$ cat src/rtl/ifu_fetch_if.sv
// Instruction-fetch read bus: one outstanding AR/R transaction at a time.
interface ifu_fetch_if;
    logic        mem_arvalid;
    logic [31:0] mem_araddr;
    logic        mem_arready;
    logic        mem_rvalid;
    logic [31:0] mem_rdata;
    logic [1:0]  mem_rresp;
    logic        mem_rready;

    // Fetch unit side
    modport master (
        output mem_arvalid, mem_araddr, mem_rready,
        input  mem_arready, mem_rvalid, mem_rdata, mem_rresp
    );

    // Memory side
    modport slave (
        input  mem_arvalid, mem_araddr, mem_rready,
        output mem_arready, mem_rvalid, mem_rdata, mem_rresp
    );
endinterface

$ cat src/rtl/ifu_fetch.sv
// Instruction fetch unit: one instruction per pc, fetched over a simple
// AR/R read bus and held on cmd until the core commits it.
// Optional feature: define IFU_LASTHIT_EN for a one-entry last-fetch buffer
// that serves a repeated pc without a bus access (flush invalidates it).
module ifu_fetch (
    input  logic        clk,
    input  logic        rst,
    input  logic [31:0] pc,
    output logic [31:0] cmd,
    output logic        cmd_valid,
    input  logic        cmd_ready,
    output logic        fetch_err,
    input  logic        flush,
    ifu_fetch_if.master mem
);
    localparam int unsigned XLEN = 32;
    localparam logic [XLEN-1:0] EBREAK = 32'h0010_0073;

    typedef enum logic [1:0] {
        IDLE  = 2'd0,
        AR    = 2'd1,
        R     = 2'd2,
        VALID = 2'd3
    } state_t;

    state_t          state;
    logic            rready_q;
    logic            misaligned_c;
    logic            hit_c;
    logic [XLEN-1:0] hit_cmd_c;

    assign misaligned_c = (pc[1:0] != 2'b00);

`ifdef IFU_LASTHIT_EN
    logic [XLEN-1:0] last_pc;
    logic [XLEN-1:0] last_cmd;
    logic            last_ok;
    logic [XLEN-1:0] req_pc;

    assign hit_c     = last_ok && (pc == last_pc);
    assign hit_cmd_c = last_cmd;

    // Last-fetch buffer: remember every clean bus fetch; flush wins over capture
    always_ff @(posedge clk or negedge rst) begin
        if (!rst) begin
            last_ok  <= 1'b0;
            last_pc  <= '0;
            last_cmd <= '0;
            req_pc   <= '0;
        end else begin
            if (state == AR && mem.mem_arvalid && mem.mem_arready) begin
                req_pc <= pc;
            end
            if (flush) begin
                last_ok <= 1'b0;
            end else if (state == R && mem.mem_rvalid && mem.mem_rresp == 2'b00) begin
                last_ok  <= 1'b1;
                last_pc  <= req_pc;
                last_cmd <= mem.mem_rdata;
            end
        end
    end
`else
    logic unused_flush;

    assign hit_c        = 1'b0;
    assign hit_cmd_c    = '0;
    assign unused_flush = flush;
`endif

    // Address phase depends on the live pc: the core moves pc on the commit edge
    assign mem.mem_araddr  = pc;
    assign mem.mem_arvalid = (state == AR) && !misaligned_c && !hit_c;
    assign mem.mem_rready  = rready_q;

    // Fetch sequencer: IDLE -> AR -> R -> VALID -> AR ...
    always_ff @(posedge clk or negedge rst) begin
        if (!rst) begin
            state     <= IDLE;
            cmd       <= '0;
            cmd_valid <= 1'b0;
            fetch_err <= 1'b0;
            rready_q  <= 1'b0;
        end else begin
            unique case (state)
                IDLE: begin
                    state <= AR;
                end
                AR: begin
                    if (misaligned_c) begin
                        cmd       <= EBREAK;
                        fetch_err <= 1'b1;
                        cmd_valid <= 1'b1;
                        state     <= VALID;
                    end else if (hit_c) begin
                        cmd       <= hit_cmd_c;
                        fetch_err <= 1'b0;
                        cmd_valid <= 1'b1;
                        state     <= VALID;
                    end else if (mem.mem_arready) begin
                        rready_q  <= 1'b1;
                        state     <= R;
                    end
                end
                R: begin
                    if (mem.mem_rvalid) begin
                        rready_q  <= 1'b0;
                        cmd_valid <= 1'b1;
                        state     <= VALID;
                        if (mem.mem_rresp != 2'b00) begin
                            cmd       <= EBREAK;
                            fetch_err <= 1'b1;
                        end else begin
                            cmd       <= mem.mem_rdata;
                            fetch_err <= 1'b0;
                        end
                    end
                end
                VALID: begin
                    if (cmd_ready) begin
                        cmd_valid <= 1'b0;
                        state     <= AR;
                    end
                end
                default: begin
                    state <= IDLE;
                end
            endcase
        end
    end
endmodule

$ cat src/flat_wrapper.sv
// flat-port wrapper written by rule: the top's interface ports become plain ports
module ifu_fetch_flat 
  (clk, rst, pc, cmd, cmd_valid, cmd_ready, fetch_err, flush, mem_mem_arvalid, mem_mem_araddr, mem_mem_rready, mem_mem_arready, mem_mem_rvalid, mem_mem_rdata, mem_mem_rresp);
  ifu_fetch_if mem_i ();
  input  logic clk;
  input  logic rst;
  input  logic [31:0] pc;
  output logic [31:0] cmd;
  output logic cmd_valid;
  input  logic cmd_ready;
  output logic fetch_err;
  input  logic flush;
  output wire logic [$bits(mem_i.mem_arvalid)-1:0] mem_mem_arvalid;
  output wire logic [$bits(mem_i.mem_araddr)-1:0] mem_mem_araddr;
  output wire logic [$bits(mem_i.mem_rready)-1:0] mem_mem_rready;
  input wire logic [$bits(mem_i.mem_arready)-1:0] mem_mem_arready;
  input wire logic [$bits(mem_i.mem_rvalid)-1:0] mem_mem_rvalid;
  input wire logic [$bits(mem_i.mem_rdata)-1:0] mem_mem_rdata;
  input wire logic [$bits(mem_i.mem_rresp)-1:0] mem_mem_rresp;
  assign mem_mem_arvalid = mem_i.mem_arvalid;
  assign mem_mem_araddr = mem_i.mem_araddr;
  assign mem_mem_rready = mem_i.mem_rready;
  assign mem_i.mem_arready = mem_mem_arready;
  assign mem_i.mem_rvalid = mem_mem_rvalid;
  assign mem_i.mem_rdata = mem_mem_rdata;
  assign mem_i.mem_rresp = mem_mem_rresp;
  ifu_fetch u_core (.clk(clk), .rst(rst), .pc(pc), .cmd(cmd), .cmd_valid(cmd_valid), .cmd_ready(cmd_ready), .fetch_err(fetch_err), .flush(flush), .mem(mem_i));
endmodule
$ cat config.mk
export PLATFORM = sky130hd
export DESIGN_NAME = ifu_fetch_flat
export DESIGN_NICKNAME = d
export VERILOG_FILES = /design/src/rtl/ifu_fetch_if.sv /design/src/rtl/ifu_fetch.sv /design/src/flat_wrapper.sv
export SDC_FILE = /design/constraint.sdc
export NUM_CORES = 1
export LEC_CHECK = 0
export ABC_AREA = 1
export CAP_MARGIN = 20
export CORE_MARGIN = 8
export CORE_UTILIZATION = 37
export DETAILED_ROUTE_END_ITERATION = 10
export HOLD_SLACK_MARGIN = 0.12
export PLACE_DENSITY_LB_ADDON = 0.3
export SETUP_SLACK_MARGIN = 0.5
export SYNTH_ARGS = -nofsm -noshare
export SYNTH_HDL_FRONTEND = slang
export SYNTH_SLANG_ARGS = --single-unit
$ cat constraint.sdc
create_clock -name clk -period 1.89 [get_ports clk]
set_input_delay 0.378 -clock clk [delete_from_list [all_inputs] [get_ports clk]]
set_output_delay 0.378 -clock clk [all_outputs]
set_load 0.1 [all_outputs]
==> summary by stage <==
Outcome
The run finished with clean final reports.

Power
Net switching is 51.3% of the power. In this run, the clock network consumes 8.1% of the power. The total leakage power is 1.71 nW.

Across the VDD grid, the largest voltage drop is 0.00105 V. Internal power comes to 3.20 mW. Dividing total power by cell area gives a power density of 1890 nW/um2. The total net switching power is 3.37 mW. Sequential cells burn 18.1% of the power. The completed layout was analyzed and its total power is 6.56 mW. The portion of total power attributed to combinational logic is 73.8%.

Detailed routing
The final wirelength is 6490 um. In the final routed layout, each cell accounts on average for 14.7 um. Once detail routing completed, the nets flagged for antenna violations numbered 0. The number of iterations in the first detailed-routing pass is 4. In this run, the number of DRC markers left after iteration 0 of detailed routing was 114. For this block, the via count after detailed routing is 2,067.

After detailed routing, the number of remaining DRC violations is 0. The number of vias per cell after detailed routing is 4.69.

Global route
Global routing used 5.69% of the available met3 tracks. The maximum number of pins on one net before global-route repair is 38. The global routing stage identified its most utilized layer as met2. In the global route stage, met1 resource usage came out at 17.9%. For met2 alone, demand over resource in global routing was 24.8%.

The number of antenna violations at the first check in global routing was 0. The number of global-route vias before repair came to 2,133. The global router's overall resource usage is 15.1%. For this run the aggregate overflow at the end of global routing stands at 0.

The first global-routing pass estimated 10,500 um of wire.

Worst setup path
On the critical path, the stage with the largest delay is an instance of sky130_fd_sc_hd__dfrtp_2. The startpoint class of the critical path is a flip-flop. The critical path is of the reg -> reg type. Data arrives at the worst endpoint at 1780 ps. By instance count, the cell type seen most on the critical path is sky130_fd_sc_hd__buf_12. STA classifies the critical path endpoint as a flip-flop. The critical path goes through ha_4, buf_4, nor2_4, a21oi_4, buf_12, buf_12, buf_8, nand3_1, nand2_1. For the worst setup path, the data required time is 2070 ps.

The highest cell delay on the worst timing path is 430 ps. Along the worst path, the maximum fanout reaches 7.

Job
The max-cap violation count is 0.

Yosys
A synthesized cell averages 7.48 um2. By area, the combinational part of the netlist is dominated by simple AND/OR/NAND/NOR gates. The total number of yosys warnings is 0. The share of the synthesized area in compound gates (AO/OA/AOI/OAI) is 1.20%. The fraction of synthesized cell area in xor and xnor cells is 0%. The fraction of the mapped netlist area in simple logic gates is 36.4%. The net count after synthesis is 371. By area the synthesized netlist is led by sky130_fd_sc_hd__dfrtp_1 (42%), sky130_fd_sc_hd__nand2_1 (19%), sky130_fd_sc_hd__buf_4 (12%), sky130_fd_sc_hd__nand3_1 (8.2%), sky130_fd_sc_hd__nor2_1 (5.3%). The cell area after synthesis is 2200 um2. The cell type with the largest total area after synthesis is sky130_fd_sc_hd__dfrtp_1. The fraction of the yosys area taken by sequential cells is 42.1%.

The count of distinct cell types in the synthesized netlist is 18. After Yosys synthesis, full adders, half adders and majority gates account for 2.85% of the synthesized area. In the synthesized netlist, mux cells make up 0% of the area. The gate count after technology mapping is 294. The area share of the leading cell type in the synthesized netlist is 42.1%. The flop and latch count out of synthesis is 37.

Hold path
The min-delay analysis places its worst path in the category in -> async.

STA
The worst pin sits at a relative slew slack of 68.5%. The final number of max-transition violations is 0. Setup repair after global routing could not meet its margin everywhere.

The minimum clock period is 1600 ps. The slew at the pin with the worst max-slew slack is 473 ps. The post-layout worst setup margin is 287 ps.

After layout, the worst path uses 84.8% of the clock period. Summed over all failing endpoints, the final setup total negative slack is 0 ps. The highest clock rate is 624 MHz. The final number of hold-violating endpoints is 0. Between clock sinks in the finished design, the worst skew comes to 5.98 ps. The setup-violating endpoint count in the final report is 0.

Final layout
The top cell types in the final layout, fill and taps aside, are sky130_fd_sc_hd__nand2_1 (101), sky130_fd_sc_hd__buf_4 (38), sky130_fd_sc_hd__clkdlybuf4s50_1 (37). After the last flow step, the layout net total stands at 442. The number of antenna diodes in the final layout is 0. Leaving out fill and tap cells, the most frequent cell in the layout is sky130_fd_sc_hd__nand2_1. The area growth from synthesis to layout is 57.8%.

The utilization after layout is 59.6%. The share of cells above drive strength 1 is 29.8%.

Clock tree
TritonCTS built the clock tree. The clock insertion delay at the later pin of the skew report is 290 ps. After clock tree synthesis, the clock-pin slew on the worst setup and hold paths is 80 ps.

After clock tree synthesis, the flow added hold-fix buffers numbering 0. The number of levels in the clock H-tree is 2. The clock net sink count is 37. The maximum clock insertion buffer count is 2. The tree is rooted in a sky130_fd_sc_hd__clkbuf_8. The CTS buffer count is 5.

Placement
Once detailed placement completed, the half-perimeter wirelength came to 4280 um. The worst setup slack before clock tree synthesis is 35.1 ps. The count of port buffers added during placement is 78. The congestion estimate from routability-driven global placement came to 0.804.

Floorplanning
Measured along the y axis, the die boundary spans 93.1 um. After floorplanning, the core was divided into 28 placement rows. 140 I/O pins were placed.

The area of the die is 8660 um2. The die width is 93.1 um. The initial utilization of the core area, before any placement, comes to 37.8%. The core area is 5820 um2.
-- cells in the mapped netlist --
cell type / number
sky130_fd_sc_hd__nand2_1: 111
sky130_fd_sc_hd__dfrtp_1: 37
sky130_fd_sc_hd__nand3_1: 36
sky130_fd_sc_hd__buf_4: 35
sky130_fd_sc_hd__nor2_1: 31
sky130_fd_sc_hd__inv_1: 12
sky130_fd_sc_hd__nand3b_1: 6
sky130_fd_sc_hd__clkbuf_1: 5
sky130_fd_sc_hd__ha_1: 5
sky130_fd_sc_hd__buf_2: 4
sky130_fd_sc_hd__buf_6: 3
sky130_fd_sc_hd__a21oi_1: 2
sky130_fd_sc_hd__nand4_1: 2
sky130_fd_sc_hd__a21oi_4: 1
sky130_fd_sc_hd__inv_2: 1
sky130_fd_sc_hd__nand2_2: 1
sky130_fd_sc_hd__nand2_4: 1
sky130_fd_sc_hd__nor2_4: 1
-- metal layers --
layer  up-vias  wire, um
met1       961      2760
met3         7       568
met5         -         0
li1       1028         -
met2        71      3090
met4         0        63
-- cell families (layout without fill, tap and decap cells) --
group / count (synthesis) / count (layout)
buffers and inverters: 60 / 128
AOI/OAI and AO/OA: 3 / 3
and+or+nand+nor: 189 / 193
adders and majority gates: 5 / 5
DFF: 37 / 37
-- flip-flops by register name (all words and copies together) (netlist names) --
signal and flops:
u_core.cmd 32, u_core.cmd_valid 1, u_core.fetch_err 1, u_core.mem.mem_rready 1
u_core.state 2
-- critical path, delay by kind of cell (launching register included) --
| kind | cells | cell delay (ps) |
|---|---|---|
| adders and majority gates | 1 | 190 |
| and+or+nand+nor | 3 | 250 |
| DFF | 1 | 430 |
| AOI/OAI and AO/OA | 1 | 50 |
| buffers and inverters | 4 | 570 |
-- power by group through the flow --
stage          clock, mW  sequential [mW]  combinational, mW
2_1_floorplan          0             2.46               1.55
4_1_cts            0.546             1.18               4.71
6_report           0.534             1.19               4.84
3_5_place_dp           0             1.20               3.46
5_1_grt            0.584             1.21               5.13
3_3_place_gp           0             1.20               3.42
-- worst paths after layout --
kind / start / to / slack (ps) / cells after the start
max in group asynchronous: rst / u_core.state[0]$_DFFE_PN0P_ / 1400 / 2
max: u_core.state[0]$_DFFE_PN0P_ / u_core.cmd[24]$_DFFE_PN0P_ / 290 / 9
max reg2reg: u_core.state[0]$_DFFE_PN0P_ / u_core.cmd[24]$_DFFE_PN0P_ / 290 / 9
min in group clk: u_core.cmd[23]$_DFFE_PN0P_ / u_core.cmd[23]$_DFFE_PN0P_ / 470 / 2
min: rst / u_core.cmd[12]$_DFFE_PN0P_ / 130 / 2
min reg2reg: u_core.cmd[23]$_DFFE_PN0P_ / u_core.cmd[23]$_DFFE_PN0P_ / 470 / 2
-- what timing repair did --
| item | CTS | global route |
|---|---|---|
| pin swaps | 7 | 7 |
| setup endpoints to repair | 40 | 39 |
| resized for setup | 34 | 16 |
| setup buffers | 13 | 1 |
| cloned | 6 | 1 |
-- metrics by stage --
step,std cells,area (um2),hold WS (ps)
after floorplan,294,2230,82.4
after global placement,412,2910,455
after detailed placement,412,2910,456
after CTS,439,3390,146
after global routing,441,3470,175
final,441,3470,130
-- final cells by class --
cell class / instances / area (um2)
Clock buffer: 6 / 72.6
Clock inverter: 2 / 10.0
Fill cell: 537 / 2350
Inverter: 13 / 55.1
Multi-Input combinational cell: 201 / 1080
Sequential cell: 37 / 927
Tap cell: 75 / 93.8
Timing Repair Buffer: 107 / 1230
(Power assumes the default switching activity.)
